`src/rtl/bidir_chan_ctrl.sv`:
```
// Multi-channel bidirectional pad controller: per-channel serial RX/TX with
// tristated dead-time on every direction change, driving IO_BUF T/I pins.
module bidir_chan_ctrl #(
  parameter int CHANNELS    = 2,
  parameter int DEPTH       = 4,
  parameter int TURN_CYCLES = 2
) (
  input  logic                        clk,
  input  logic                        reset,
  input  logic [CHANNELS-1:0]         dir_req,
  input  logic [CHANNELS*DEPTH-1:0]   tx_word,
  input  logic [CHANNELS-1:0]         tx_valid,
  output logic [CHANNELS-1:0]         tx_ready,
  output logic [CHANNELS*DEPTH-1:0]   rx_word,
  output logic [CHANNELS-1:0]         rx_valid,
  input  logic [CHANNELS-1:0]         io_i,
  output logic [CHANNELS-1:0]         io_o,
  output logic [CHANNELS-1:0]         io_t,
  output logic [2*CHANNELS-1:0]       dir_state
);

  localparam int CW = (DEPTH > 2) ? $clog2(DEPTH) : 1;
  localparam logic [CW-1:0] BIT_LAST  = CW'(DEPTH - 1);
  localparam int TL = (TURN_CYCLES > 0) ? TURN_CYCLES - 1 : 0;
  localparam logic [3:0]    TURN_LAST = 4'(TL);

  localparam logic [1:0] ST_RX      = 2'd0;
  localparam logic [1:0] ST_TURN_TX = 2'd1;
  localparam logic [1:0] ST_TX      = 2'd2;
  localparam logic [1:0] ST_TURN_RX = 2'd3;

  for (genvar c = 0; c < CHANNELS; c++) begin : g_ch
    logic [1:0]       r_state;
    logic [CW-1:0]    r_bitcnt;
    logic [DEPTH-2:0] r_rxsh;
    logic [DEPTH-1:0] r_rxword;
    logic             r_rxvld;
    logic [DEPTH-2:0] r_txsh;
    logic [CW-1:0]    r_txidx;
    logic             r_busy;
    logic             r_ioo;
    logic             r_iot;
    logic [3:0]       r_turn;
    logic             w_last;
    logic             w_ready;
    logic             w_hs;
    logic [DEPTH-1:0] w_capt;

    // r_txidx is the index of the bit currently on io_o while a word is in flight
    assign w_last  = r_busy && (r_txidx == '0);
    assign w_ready = (r_state == ST_TX) && dir_req[c] && (!r_busy || w_last);
    assign w_hs    = w_ready && tx_valid[c];
    assign w_capt  = {r_rxsh, io_i[c]};

    always_ff @(posedge clk or negedge reset) begin
      if (!reset) begin
        r_state  <= ST_RX;
        r_bitcnt <= '0;
        r_rxsh   <= '0;
        r_rxword <= '0;
        r_rxvld  <= 1'b0;
        r_txsh   <= '0;
        r_txidx  <= '0;
        r_busy   <= 1'b0;
        r_ioo    <= 1'b0;
        r_iot    <= 1'b1;
        r_turn   <= '0;
      end else begin
        r_rxvld <= 1'b0;
        case (r_state)
          ST_RX: begin
            r_rxsh <= w_capt[DEPTH-2:0];
            if (r_bitcnt == BIT_LAST) begin
              r_rxword <= w_capt;
              r_rxvld  <= 1'b1;
              r_bitcnt <= '0;
            end else begin
              r_bitcnt <= r_bitcnt + 1'b1;
            end
            // a word completing on this edge is still delivered above
            if (dir_req[c]) begin
              r_bitcnt <= '0;
              r_rxsh   <= '0;
              r_turn   <= '0;
              r_busy   <= 1'b0;
              if (TURN_CYCLES == 0) begin
                r_state <= ST_TX;
                r_iot   <= 1'b0;
              end else begin
                r_state <= ST_TURN_TX;
              end
            end
          end
          ST_TURN_TX: begin
            if (!dir_req[c]) begin
              r_state  <= ST_RX;
              r_bitcnt <= '0;
            end else if (r_turn == TURN_LAST) begin
              r_state <= ST_TX;
              r_iot   <= 1'b0;
            end else begin
              r_turn <= r_turn + 1'b1;
            end
          end
          ST_TX: begin
            if (w_hs) begin
              r_txsh  <= tx_word[c*DEPTH +: DEPTH-1];
              r_ioo   <= tx_word[c*DEPTH + DEPTH-1];
              r_txidx <= BIT_LAST;
              r_busy  <= 1'b1;
            end else if (r_busy && !w_last) begin
              r_ioo   <= r_txsh[DEPTH-2];
              r_txsh  <= r_txsh << 1;
              r_txidx <= r_txidx - 1'b1;
            end else begin
              r_busy <= 1'b0;
              r_ioo  <= 1'b0;
              if (!dir_req[c]) begin
                r_iot    <= 1'b1;
                r_turn   <= '0;
                r_bitcnt <= '0;
                r_rxsh   <= '0;
                r_state  <= (TURN_CYCLES == 0) ? ST_RX : ST_TURN_RX;
              end
            end
          end
          default: begin
            if (r_turn == TURN_LAST) begin
              r_state <= ST_RX;
            end else begin
              r_turn <= r_turn + 1'b1;
            end
          end
        endcase
      end
    end

    assign tx_ready[c]                = w_ready;
    assign rx_word[c*DEPTH +: DEPTH]  = r_rxword;
    assign rx_valid[c]                = r_rxvld;
    assign io_o[c]                    = r_ioo;
    assign io_t[c]                    = r_iot;
    assign dir_state[2*c +: 2]        = r_state;
  end

endmodule

```
`config.mk`:
```
export PLATFORM = sky130hd
export DESIGN_NAME = bidir_chan_ctrl
export DESIGN_NICKNAME = d
export VERILOG_FILES = /design/src/rtl/bidir_chan_ctrl.sv
export SDC_FILE = /design/constraint.sdc
export NUM_CORES = 1
export LEC_CHECK = 0
export CORE_MARGIN = 1
export CORE_UTILIZATION = 52
export CTS_BUF_LIST = sky130_fd_sc_hd__clkbuf_4 sky130_fd_sc_hd__clkbuf_8 sky130_fd_sc_hd__clkbuf_16
export DETAILED_ROUTE_END_ITERATION = 8
export HOLD_SLACK_MARGIN = 0.08
export PLACE_DENSITY_LB_ADDON = 0.25
export SYNTH_ARGS = -nofsm -noshare
export SYNTH_HDL_FRONTEND = slang
export SYNTH_SLANG_ARGS = --single-unit
```
`constraint.sdc`:
```
create_clock -name clk -period 2.7 [get_ports clk]
set_input_delay 0.81 -clock clk [delete_from_list [all_inputs] [get_ports clk]]
set_output_delay 0.81 -clock clk [all_outputs]
set_load 0.01 [all_outputs]
```
Yosys cells after proc, flatten, opt, wreduce, memory -nomap -nowiden
Index checks and enable logic that the tools add are counted.
- register bits after elaboration: 48
- latch bits: 0
- RAM bits: 0
- bits in read-only memories: 0
- output and inout bits: 20
- memories: 0
- $add $sub $neg: 6
- multipliers: 0
- div/mod/pow operators: 0
- $lt $le $gt $ge: 0
- equal/unequal tests: 24
- shifts and indexed selects: 0
- muxes and demuxes: 88
- bitwise gates (word level): 0
- reduce and logical (&&, ||, !) cells: 46
- operators by type and width (cell ; number):
    $mux 2 ; 28
    $mux 4 ; 12
    $mux 3 ; 12
    $mux 1 ; 24
    $ne 2x2->1 const B ; 12
    $pmux 2 s3 ; 4
    $pmux 4 s3 ; 2
    $reduce_and 6->1 ; 4
    $ne 3x3->1 const B ; 4
    $pmux 3 s2 ; 2
    $reduce_and 3->1 ; 4
    $reduce_bool 2->1 ; 6
    $logic_and 1x1->1 ; 10
    $reduce_and 5->1 ; 2
    $add 4x1->4 const B ; 2
    $eq 2x2->1 const B ; 4
    $eq 4x1->1 const B ; 2
    $logic_not 2->1 ; 4
    $pmux 1 s2 ; 4
    $reduce_and 2->1 ; 4
    $reduce_and 4->1 ; 2
    $reduce_bool 4->1 ; 2
    $reduce_bool 3->1 ; 2
    $add 2x1->2 const B ; 2
    4 further kinds ; 10

Longest topological paths before layout
- depth in word-level cells: 7
- gate-level depth with buffers: 7
- gate-level depth less buffers: 6

Worst setup path after synthesis
Ideal clock, no wire load.
- path type: reg2out
- start point: reg g_ch[1].r_state[0]
- end point: out tx_ready[1]
- arrival: 1.599 ns
- slack: 0.291 ns
- cell stages (with the launch flop): 7
- buffers on the path: 3
- path through: dfrtp_1 -> inv_1 -> ha_1 -> clkbuf_1 -> clkbuf_1 -> and3_1 -> buf_4
- longest elaborated chain between the ends: 3
- RTL lines (what ; RTL line ; RTL):
    start, declared ; 33 ; logic [1:0] r_state;
    start signal, assigned ; 123 ; r_state <= (TURN_CYCLES == 0) ? ST_RX : ST_TURN_RX;
    $eq 2x2->1 ; 51 ; assign w_ready = (r_state == ST_TX) && dir_req[c] && (!r_busy || w_last);
    $logic_and 1x1->1 (2 in a row) ; 51 ;
    end, declared ; 13 ; output logic [CHANNELS-1:0] tx_ready,
No other way between the ends.

Final worst setup path
- start point: in dir_req[1]
- end point: out tx_ready[1]
- longest elaborated chain between the ends: 2
- RTL lines (what ; RTL line ; RTL):
    start, declared ; 10 ; input logic [CHANNELS-1:0] dir_req,
    $logic_and 1x1->1 (2 in a row) ; 51 ;
No other way between the ends.

==> results.md <==
* XOR/XNOR share of the synthesized area at 0
* Routability cong. at 0.881
* Worst clock skew at 12.2 ps
* DRC errors left at 0
* Relative slew margins at 0.426
* CTS root buffer: clkbuf_8
* Initial core utilization at 0.556
* CP Max Fanout at 2
* Sink Count at 48
* Post-synth top flop: dfrtp_1
* CTS buffer count at 5
* Min-Delay Startpoint: g_ch[1].r_iot
* # port buffers at 35
* Netlist Area Pre-Place at 2720 um^2
* Final worst path period need at 2490 ps
* Post-CTS resize count at 2
* Core Region at 4880 um^2
* Worst Max-Slew Pin Slew at 861 ps
* Sequential area share after synthesis at 0.443
* Synth Area in Simple Gates at 0.160
* CP peak stage delay at 470 ps
* First drt pass iteration count at 4
* Synthesized instance count at 274
* Setup Buffers After CTS at 0
* Total Power at 3.26 mW
* Layout cells sized above 1 at 0.124
* Net Count, Synth at 306
* 1st-iter DRT viols at 133
* Yosys reg bits at 48
* Chip width at 74.3 um
* Critical-path cell list: clkdlybuf4s50_1 > and3_1 > dlygate4sd2_1
* Yosys warns at 0
* Avg Inst Size Synth at 9.91 um^2
* Largest net degree at the start of global routing at 40
* Syn-to-layout area delta at 17.1%
* H-tree depth at 2
* Static leakage at 1.48 nW
* Asr flop ratio synth at 1.00
* Hold Path Sink: g_ch[1].r_iot
* RR Endpoint: g_ch[0].r_state[0]
* CTS tree: done
* First-pass GRT wire length at 8.71 mm
* Pwr/cell area at 1020 nW/um^2
* Status: completed
* Count leader, synth: dfrtp_1
* FF-to-FF path depth at 6
* Yosys top cell area share at 0.424
* Setup crit end kind: output port
* Count of final hold-check violations at 0
* Adder-Cell Fraction of Synth Area at 0.0737
* I/O Pins at 36
* Post-route ant nets at 0
* Hold WC Path Type: flip-flop to flip-flop
* Area contributors post-synth: dfrtp_1 42%, ha_1 7.4%, mux2_2 3.7%
* Maxcap violations at 0
* WHS Path Cells at 2
* RSZ-0062 raised after global routing: no
* Worst-skew pair later-pin latency at 300 ps
* DIE AREA at 5510 um^2
* Antenna violations before repair at 0
* Max rail drop VDD at 0.541 mV
* F_max at 401 MHz
* Largest area contributor in the netlist: dfrtp_1
* Vias at 2135
* EDFF count, synth at 0
* Crit share post-route at 0.923
* Post-synthesis compound-gate area fraction at 0.212
* Final wirelength at 5.32 mm
* Detailed Place HPWL at 3.79 mm
* Final number of setup-violating endpoints at 0
* CP required at 1890 ps
* Site Rows at 25
* Grt ovf at 0
* Final #Nets at 337
* Worst r2r src: g_ch[0].r_state[0]
* Largest family of logic cells by synthesized area: compound AO/OA/AOI/OAI gates
* Gr usage total at 0.207
* CP Buf/Inv Count at 2
* Vias per cell at 5.72
* Routed length per instance at 14.3 um
* Top cells by count, synth: 46 x dfrtp_1, 21 x nand2_1, 18 x inv_1, 18 x nor2_1
* Slew Viols, Final at 0
* Worst path slowest cell: clkdlybuf4s50_1
* Ant. Diodes at 0
* Clk buf depth at 2
* Hold_buf cts at 0
* Cell family with most CP delay: buffers and inverters
* Die H at 74.3 um
* Hold Slack at 470 ps
* R2R setup slack at 590 ps
* Vias in the first global route at 1942
* Worst Setup Start Kind: input port
* Critical setup path kind: input port to output port
* CTS clk-pin slew, worst paths at 90 ps
* Mux contribution to synthesized area at 0.0447
* Library cells used by synthesis at 56
* Crit path DAT at 1680 ps
[power by group]
| part | switching (mW) | internal [mW] |
|---|---|---|
| clock network | 0.230 | 0.202 |
| registers | 0.204 | 0.978 |
| logic | 0.885 | 0.756 |
| total | 1.32 | 1.94 |
[kinds of logic (layout without fill, tap and decap cells)]
logic type                 count (synthesis)  count (layout)
adders and majority gates                 16              16
and+or+nand+nor                           82              82
muxes                                     11              11
buffers and inverters                     37              69
DFF                                       48              48
AOI/OAI and AO/OA                         80              80
[cells in the final DEF, fill, tap and decap left out, types with 2 or more instances in the layout]
cell type / count
a211oi_1: 4
a21boi_0: 2
a21oi_1: 13
a22o_1: 9
a22oi_1: 2
a31oi_1: 3
a32o_1: 2
a32oi_1: 4
and2_1: 2
and3_1: 3
buf_4: 8
clkbuf_4: 2
clkbuf_8: 5
clkdlybuf4s50_1: 32
dfrtp_1: 46
dfstp_2: 2
dlygate4sd2_1: 2
ha_1: 16
inv_1: 18
mux2_2: 9
mux2i_1: 2
nand2_1: 21
nand2b_1: 4
nand3_1: 7
nand3b_1: 3
nor2_1: 18
nor2b_1: 5
nor3_1: 4
nor3b_1: 3
o21ai_0: 16
o21ai_2: 2
o221ai_1: 3
o22ai_1: 4
o2bb2ai_1: 2
o31ai_1: 2
or4_1: 2
[worst reg2reg max path, stage by stage, from the launching register on]
cell,delay [ps]
dfrtp_1,430
inv_1,160
ha_1,480
or2b_2,370
a31oi_4,170
o41ai_1,90
a221o_1,300
[state kept, by name (all words and copies together), names as in the netlist]
name           flops
g_ch.r_state       4
g_ch.r_rxsh        6
g_ch.r_rxword      8
g_ch.r_txidx       4
g_ch.r_rxvld       2
g_ch.r_busy        2
g_ch.r_txsh        6
g_ch.r_iot         2
g_ch.r_bitcnt      4
g_ch.r_turn        8
g_ch.r_ioo         2
[through the flow]
step / instances / setup slack (ps) / utilization / TNS, ps / cell area, um^2
after floorplan: 274 / 291 / - / 0 / 2720
after global placement: 365 / -58.7 / 0.634 / -112 / 3090
after detailed placement: 365 / -56.2 / 0.634 / -108 / 3090
after CTS: 373 / 207 / 0.651 / 0 / 3180
after global routing: 373 / 166 / 0.651 / 0 / 3180
final: 373 / 209 / 0.651 / 0 / 3180
[how the worst max path moves through the flow]
stage	from	endpoint	slack, ps	depth (start not counted)
5_1_grt	dir_req[1]	tx_ready[1]	170	3
4_1_cts	dir_req[1]	tx_ready[1]	210	3
6_report	dir_req[1]	tx_ready[1]	210	3
3_3_place_gp	dir_req[0]	tx_ready[0]	-60	3
3_5_place_dp	dir_req[1]	tx_ready[1]	-60	3
2_1_floorplan	g_ch[1].r_state[0]	tx_ready[1]	290	6
[final cells by class]
cell class,count,area (um^2)
sequential,48,1200
inverter,18,67.6
timing repair buffer,43,403
clock inverter,1,5.00
clock buffer,7,83.8
fill,408,1700
multi-input combinational,189,1330
tap,67,83.8
[layer usage]
layer | vias to the layer above | wire [um] | track usage | share of wire
li1 | 1055 | - | - | -
met3 | 4 | 173 | 0.0447 | 0.033
met5 | - | 0 | 0 | 0
met2 | 41 | 2550 | 0.339 | 0.48
met4 | 0 | 42 | 0.0713 | 0.0079
met1 | 1035 | 2550 | 0.274 | 0.48
No activity file was read; power rests on OpenSTA's default activity.
